## config.mk

```make
export PLATFORM = sky130hd
export DESIGN_NAME = fifo_param
export DESIGN_NICKNAME = d
export VERILOG_FILES = /design/src/rtl/fifo_param.sv
export SDC_FILE = /design/constraint.sdc
export NUM_CORES = 1
export LEC_CHECK = 0
export BUFFER_PORTS_ARGS = -buffer_cell sky130_fd_sc_hd__buf_2
export CAP_MARGIN = 15
export CORE_ASPECT_RATIO = 1.25
export CORE_MARGIN = 3
export CORE_UTILIZATION = 57
export CTS_CLUSTER_DIAMETER = 80
export DETAILED_ROUTE_END_ITERATION = 10
export PLACE_DENSITY_LB_ADDON = 0.12
export SLEW_MARGIN = 0
export SYNTH_ARGS = -nofsm -noshare
export SYNTH_HDL_FRONTEND = slang
export SYNTH_SLANG_ARGS = --single-unit
```

## constraint.sdc

```tcl
create_clock -name clk -period 3.47 [get_ports clk]
set_input_delay 0.1735 -clock clk [delete_from_list [all_inputs] [get_ports clk]]
set_output_delay 0.1735 -clock clk [all_outputs]
set_load 0.005 [all_outputs]
```

## src/rtl/fifo_param.sv

```systemverilog
// fifo_param: synchronous FIFO with power-of-two depth, live almost-full/almost-empty
// thresholds and sticky overflow/underflow flags.
// Optional macro FIFO_FWFT_EN selects a first-word-fall-through read port; when it is
// undefined the read port is registered with one cycle of latency.
module fifo_param #(
  parameter int unsigned DATA_WIDTH = 6,
  parameter int unsigned ADDR_WIDTH = 3
) (
  input  logic                  clk,
  input  logic                  reset,
  input  logic                  write,
  input  logic                  read,
  input  logic [DATA_WIDTH-1:0] buff_in,
  input  logic [ADDR_WIDTH:0]   umb_almost_full,
  input  logic [ADDR_WIDTH:0]   umb_almost_empty,
  input  logic                  clear_err,
  output logic [DATA_WIDTH-1:0] buffer_out,
  output logic                  valid_out,
  output logic [ADDR_WIDTH:0]   data_count,
  output logic                  fifo_full,
  output logic                  fifo_empty,
  output logic                  almost_full,
  output logic                  almost_empty,
  output logic                  overflow,
  output logic                  underflow,
  output logic                  error
);

  localparam int unsigned DEPTH = 2 ** ADDR_WIDTH;
  localparam logic [ADDR_WIDTH:0] DepthCount = (ADDR_WIDTH + 1)'(DEPTH);

  logic [DATA_WIDTH-1:0] mem_q [DEPTH];
  logic [ADDR_WIDTH-1:0] wr_ptr_q, wr_ptr_d;
  logic [ADDR_WIDTH-1:0] rd_ptr_q, rd_ptr_d;
  logic [ADDR_WIDTH:0]   count_q, count_d;
  logic                  overflow_q, overflow_d;
  logic                  underflow_q, underflow_d;
  logic                  rd_acc, wr_acc;

  // Status flags decode straight from the registered count; thresholds are used live.
  always_comb begin
    fifo_full    = (count_q == DepthCount);
    fifo_empty   = (count_q == '0);
    almost_full  = (count_q >= umb_almost_full);
    almost_empty = (count_q <= umb_almost_empty);
    data_count   = count_q;
    overflow     = overflow_q;
    underflow    = underflow_q;
    error        = overflow_q | underflow_q;
  end

  // Acceptance: a read frees a slot, so a full FIFO can still take a simultaneous write.
  always_comb begin
    rd_acc = read && !fifo_empty;
    wr_acc = write && (!fifo_full || rd_acc);
  end

  // Next-state for pointers, count and sticky errors; a new event beats clear_err.
  always_comb begin
    wr_ptr_d = wr_acc ? wr_ptr_q + 1'b1 : wr_ptr_q;
    rd_ptr_d = rd_acc ? rd_ptr_q + 1'b1 : rd_ptr_q;
    count_d  = count_q;
    unique case ({wr_acc, rd_acc})
      2'b10:   count_d = count_q + 1'b1;
      2'b01:   count_d = count_q - 1'b1;
      default: count_d = count_q;
    endcase
    overflow_d  = (write && !wr_acc) || (overflow_q && !clear_err);
    underflow_d = (read && !rd_acc) || (underflow_q && !clear_err);
  end

  // Control state with asynchronous reset.
  always_ff @(posedge clk or posedge reset) begin
    if (reset) begin
      wr_ptr_q    <= '0;
      rd_ptr_q    <= '0;
      count_q     <= '0;
      overflow_q  <= 1'b0;
      underflow_q <= 1'b0;
    end else begin
      wr_ptr_q    <= wr_ptr_d;
      rd_ptr_q    <= rd_ptr_d;
      count_q     <= count_d;
      overflow_q  <= overflow_d;
      underflow_q <= underflow_d;
    end
  end

  // Storage array is deliberately not reset.
  always_ff @(posedge clk) begin
    if (wr_acc) begin
      mem_q[wr_ptr_q] <= buff_in;
    end
  end

`ifdef FIFO_FWFT_EN
  // Head word is presented combinationally; read acknowledges and pops it.
  always_comb begin
    buffer_out = mem_q[rd_ptr_q];
    valid_out  = !fifo_empty;
  end
`else
  logic [DATA_WIDTH-1:0] dout_q, dout_d;
  logic                  valid_q, valid_d;

  // Registered read port: load on an accepted read, hold otherwise.
  always_comb begin
    dout_d  = rd_acc ? mem_q[rd_ptr_q] : dout_q;
    valid_d = rd_acc;
  end

  // Read data register.
  always_ff @(posedge clk or posedge reset) begin
    if (reset) begin
      dout_q  <= '0;
      valid_q <= 1'b0;
    end else begin
      dout_q  <= dout_d;
      valid_q <= valid_d;
    end
  end

  // Drive the read port from the register.
  always_comb begin
    buffer_out = dout_q;
    valid_out  = valid_q;
  end
`endif

endmodule

```

==> PnR_summary.wiki <==
{| class="wikitable"
! Metric !! Value
|-
| Maximum clock insertion buffer count || 2
|-
| Sequential cell area || 0.00192 mm2
|-
| Pwr Density || 787 mW/mm2
|-
| Final Setup Violations || 0
|-
| Async set-reset flop share out of synthesis || 28.4%
|-
| Global Route Usage Sum || 18.9%
|-
| Placement Rows || 28
|-
| Remaining number of nets flagged by the antenna check after routing || 0
|-
| Total Wirelength || 5.22 mm
|-
| Start point of the critical path || data_count[1]$_DFFE_PP0P_
|-
| Number of instances in the synthesized netlist || 209
|-
| Multi-input combinational cell area || 973 um2
|-
| Largest fanout on the critical path || 7
|-
| Die ar. || 0.00616 mm2
|-
| Start point of the worst min-delay path || write
|-
| Total I/O pin count || 37
|-
| Maximum VDD drop || 408 uV
|-
| Number of failing hold endpoints at the final stage || 0
|-
| Number of violations reported at the end of detailed-routing iteration 0 || 78
|-
| First-pass GRT wire length || 8.56 mm
|-
| Clk_skew || 0.00843 ns
|-
| Syn_nets || 242
|-
| Number of antenna repair diodes || 0
|-
| Routability congestion estimate || 0.741
|-
| Count of pins over their slew limit || 0
|-
| Final Cycle Share || 80.7%
|-
| R2r worst-path depth || 9
|-
| Syn_area_per_cell || 14.3 um2
|-
| Setup repair bufs after CTS || 0
|-
| Sink count of the clock tree || 67
|-
| Setup repair after global routing missed its margin || no
|-
| Pin count of the biggest net entering global routing || 27
|-
| Crit path DAT || 3.02 ns
|-
| Max Clock Freq || 357 MHz
|-
| Post-Syn Area || 0.00299 mm2
|-
| Height of the chip || 87.0 um
|-
| Most common flop cell mapped by yosys || sky130_fd_sc_hd__edfxtp_1
|-
| Layout cell share with drive strength beyond 1 || 26.5%
|-
| Ratio of routed vias to standard cells || 5.42
|-
| Via count of the first global-routing pass || 1730
|-
| Hold Path Cell Cnt || 2
|-
| Initial Util || 61.0%
|-
| Synthesis-to-layout area growth || 13.7%
|-
| Dpl hpwl || 3.53 mm
|-
| Total of warnings raised by yosys || 0
|-
| Static leakage || 1.42 nW
|-
| Via total after detailed routing || 1735
|-
| Relative max-transition margin || 33.3%
|-
| Library cell occupying the most area in the post-synthesis netlist || sky130_fd_sc_hd__edfxtp_1
|-
| Worst Max-Slew Pin Slew || 0.992 ns
|-
| Distinct cell type count of the synthesized netlist || 41
|-
| Relative contribution of the clock network to total power || 19.7%
|-
| Root Driver || sky130_fd_sc_hd__clkbuf_8
|-
| Clock tree from TritonCTS || yes
|-
| Mean routed wirelength per cell || 16.3 um
|-
| DR pass1 iterations || 4
|-
| Required time at the worst-slack endpoint || 3.69 ns
|-
| Category of the most critical setup path || register to register
|-
| Switching pwr || 0.919 mW
|-
| Portion of total power attributed to combinational logic || 35.9%
|-
| Clock H-tree levels || 3
|-
| Seq/Total Area, Yosys || 64.0%
|-
| Register share of total power || 44.5%
|-
| Internal power of the cells || 1.76 mW
|-
| Post-synth EDFFs || 48
|-
| Initial antenna violation count || 0
|-
| Placed cell areas || 0.00323 mm2
|-
| Run status || finished clean
|-
| Post-layout minimum cycle time || 2.80 ns
|-
| Reg-to-reg startpoint || data_count[1]$_DFFE_PP0P_
|-
| Worst Slack Setup Final || 0.671 ns
|-
| Core outline area || 0.00490 mm2
|-
| Chip width || 70.8 um
|-
| Commonest non-fill, non-tap cell in the layout || sky130_fd_sc_hd__edfxtp_1
|-
| Number of synthesized register bits || 67
|-
| TritonCTS Buffers || 9
|-
| Sum Neg Setup Slack || 0 ns
|-
| Setup crit end kind || register
|-
| Top area cells in the synthesized netlist || sky130_fd_sc_hd__edfxtp_1 48%, sky130_fd_sc_hd__dfrtp_1 16%, sky130_fd_sc_hd__ha_1 5.4%, sky130_fd_sc_hd__mux2i_1 4.3%, sky130_fd_sc_hd__nand2_1 2.3%
|-
| Highest-count cells in the layout ignoring fill and taps || 48 x sky130_fd_sc_hd__edfxtp_1, 36 x sky130_fd_sc_hd__buf_2, 19 x sky130_fd_sc_hd__dfrtp_1, 18 x sky130_fd_sc_hd__nand2_1
|-
| Number of remaining DRC errors || 0
|-
| Sum of internal, switching and leakage power || 2.68 mW
|-
| Yosys top cell area share || 48.2%
|-
| Min-Delay Path Class || primary input to register
|-
| Final cell area excluding filler cells || 0.00340 mm2
|-
| Worst slack at placement || 0.685 ns
|-
| I/O Buffers || 36
|-
| Worst skew pair latency || 0.34 ns
|-
| Clock slew at reported path FFs || 0.07 ns
|-
| Launching element type of the critical path || register
|-
| Fin nets || 289
|-
| Switching share of power || 34.3%
|-
| Reg2reg setup slack || 0.67 ns
|-
| Maxcap violations || 0
|-
| Fillcell total || 364
|-
| Total gr overflow || 0
|}
per-layer routing:
metal | vias to the layer above | global-route usage (%) | routed length [um]
met5 | - | 0 | 0
met2 | 32 | 30.6 | 2550
met4 | 0 | 7.18 | 86
met1 | 826 | 24.1 | 2410
li1 | 868 | - | -
met3 | 9 | 5.54 | 171
layout make-up:
cell class	count	area share, %
clock buffer	10	3.75
inverter	14	1.69
clock inverter	5	0.919
timing repair buffer	41	6.47
sequential	67	56.3
multi-input combinational	123	28.6
tap	60	2.21
what timing repair did:
item | 4_1_cts | 5_1_grt
hold endpoints to repair | 19 | 0
resized for setup | 0 | 0
hold buffers | 1 | 0
cell usage after synthesis (2+ instances only):
cell,instances
sky130_fd_sc_hd__nand2_1,18
sky130_fd_sc_hd__mux2_2,6
sky130_fd_sc_hd__a21o_1,3
sky130_fd_sc_hd__edfxtp_1,48
sky130_fd_sc_hd__o21ai_1,6
sky130_fd_sc_hd__mux2_1,6
sky130_fd_sc_hd__nor2_1,6
sky130_fd_sc_hd__a22o_1,2
sky130_fd_sc_hd__dfrtp_1,19
sky130_fd_sc_hd__nand3_1,2
sky130_fd_sc_hd__nor3_1,5
sky130_fd_sc_hd__o22ai_1,6
sky130_fd_sc_hd__nand2_2,2
sky130_fd_sc_hd__nand2b_1,5
sky130_fd_sc_hd__ha_1,13
sky130_fd_sc_hd__mux2i_1,13
sky130_fd_sc_hd__nor2b_1,2
sky130_fd_sc_hd__xnor2_1,5
sky130_fd_sc_hd__buf_4,2
sky130_fd_sc_hd__a221o_1,6
sky130_fd_sc_hd__o21a_1,2
sky130_fd_sc_hd__inv_1,12
sky130_fd_sc_hd__o21ai_0,2
registers in the layout (all words and copies together) (netlist names):
signal      count
underflow       1
valid_out       1
rd_ptr_q        3
buffer_out      6
mem_q          48
wr_ptr_q        3
overflow        1
data_count      4
power groups by stage:
| stage | sequential [mW] | clock, mW | combinational, mW |
|---|---|---|---|
| detailed placement | 1.21 | 0 | 0.972 |
| CTS | 1.19 | 0.541 | 0.975 |
| global placement | 1.20 | 0 | 0.959 |
| global route | 1.21 | 0.593 | 1.07 |
| finish | 1.19 | 0.526 | 0.960 |
| floorplan | 1.18 | 0 | 0.704 |
through the flow:
| step | utilization (%) | instances | hold WS (ns) |
|---|---|---|---|
| finish | 69.4 | 320 | 0.0940 |
| global route | 69.4 | 320 | 0.0801 |
| CTS | 69.4 | 320 | 0.0807 |
| detailed placement | 65.9 | 304 | 0.326 |
| global placement | 65.9 | 304 | 0.316 |
| floorplan | - | 209 | 0.125 |
cell families after synthesis:
family	after synthesis	synth area share, %
AND/OR/NAND/NOR	47	8.11
flip-flops	67	64.0
XOR/XNOR	6	1.76
adder cells (fa/ha/maj)	14	6.10
AO/OA/AOI/OAI	31	7.69
multiplexers	25	8.86
buffers and inverters	19	3.43
final timing paths:
check	end
max in group asynchronous	wr_ptr_q[1]$_DFFE_PP0P_
max	data_count[3]$_DFFE_PP0P_
max reg2reg	data_count[3]$_DFFE_PP0P_
min in group asynchronous	buffer_out[3]$_DFFE_PP0P_
min reg2reg	buffer_out[4]$_DFFE_PP0P_
min	overflow$_DFF_PP0_
critical path, stage by stage (launching register included):
cell	delay, ns
sky130_fd_sc_hd__dfrtp_1	0.48
sky130_fd_sc_hd__or4b_4	0.57
sky130_fd_sc_hd__o21a_4	0.25
sky130_fd_sc_hd__inv_6	0.08
sky130_fd_sc_hd__ha_1	0.25
sky130_fd_sc_hd__ha_1	0.26
sky130_fd_sc_hd__a21o_2	0.23
sky130_fd_sc_hd__a2111oi_0	0.35
sky130_fd_sc_hd__nand4b_1	0.16
sky130_fd_sc_hd__nand3_1	0.07
Note: power is estimated with default switching activity, not from simulation.
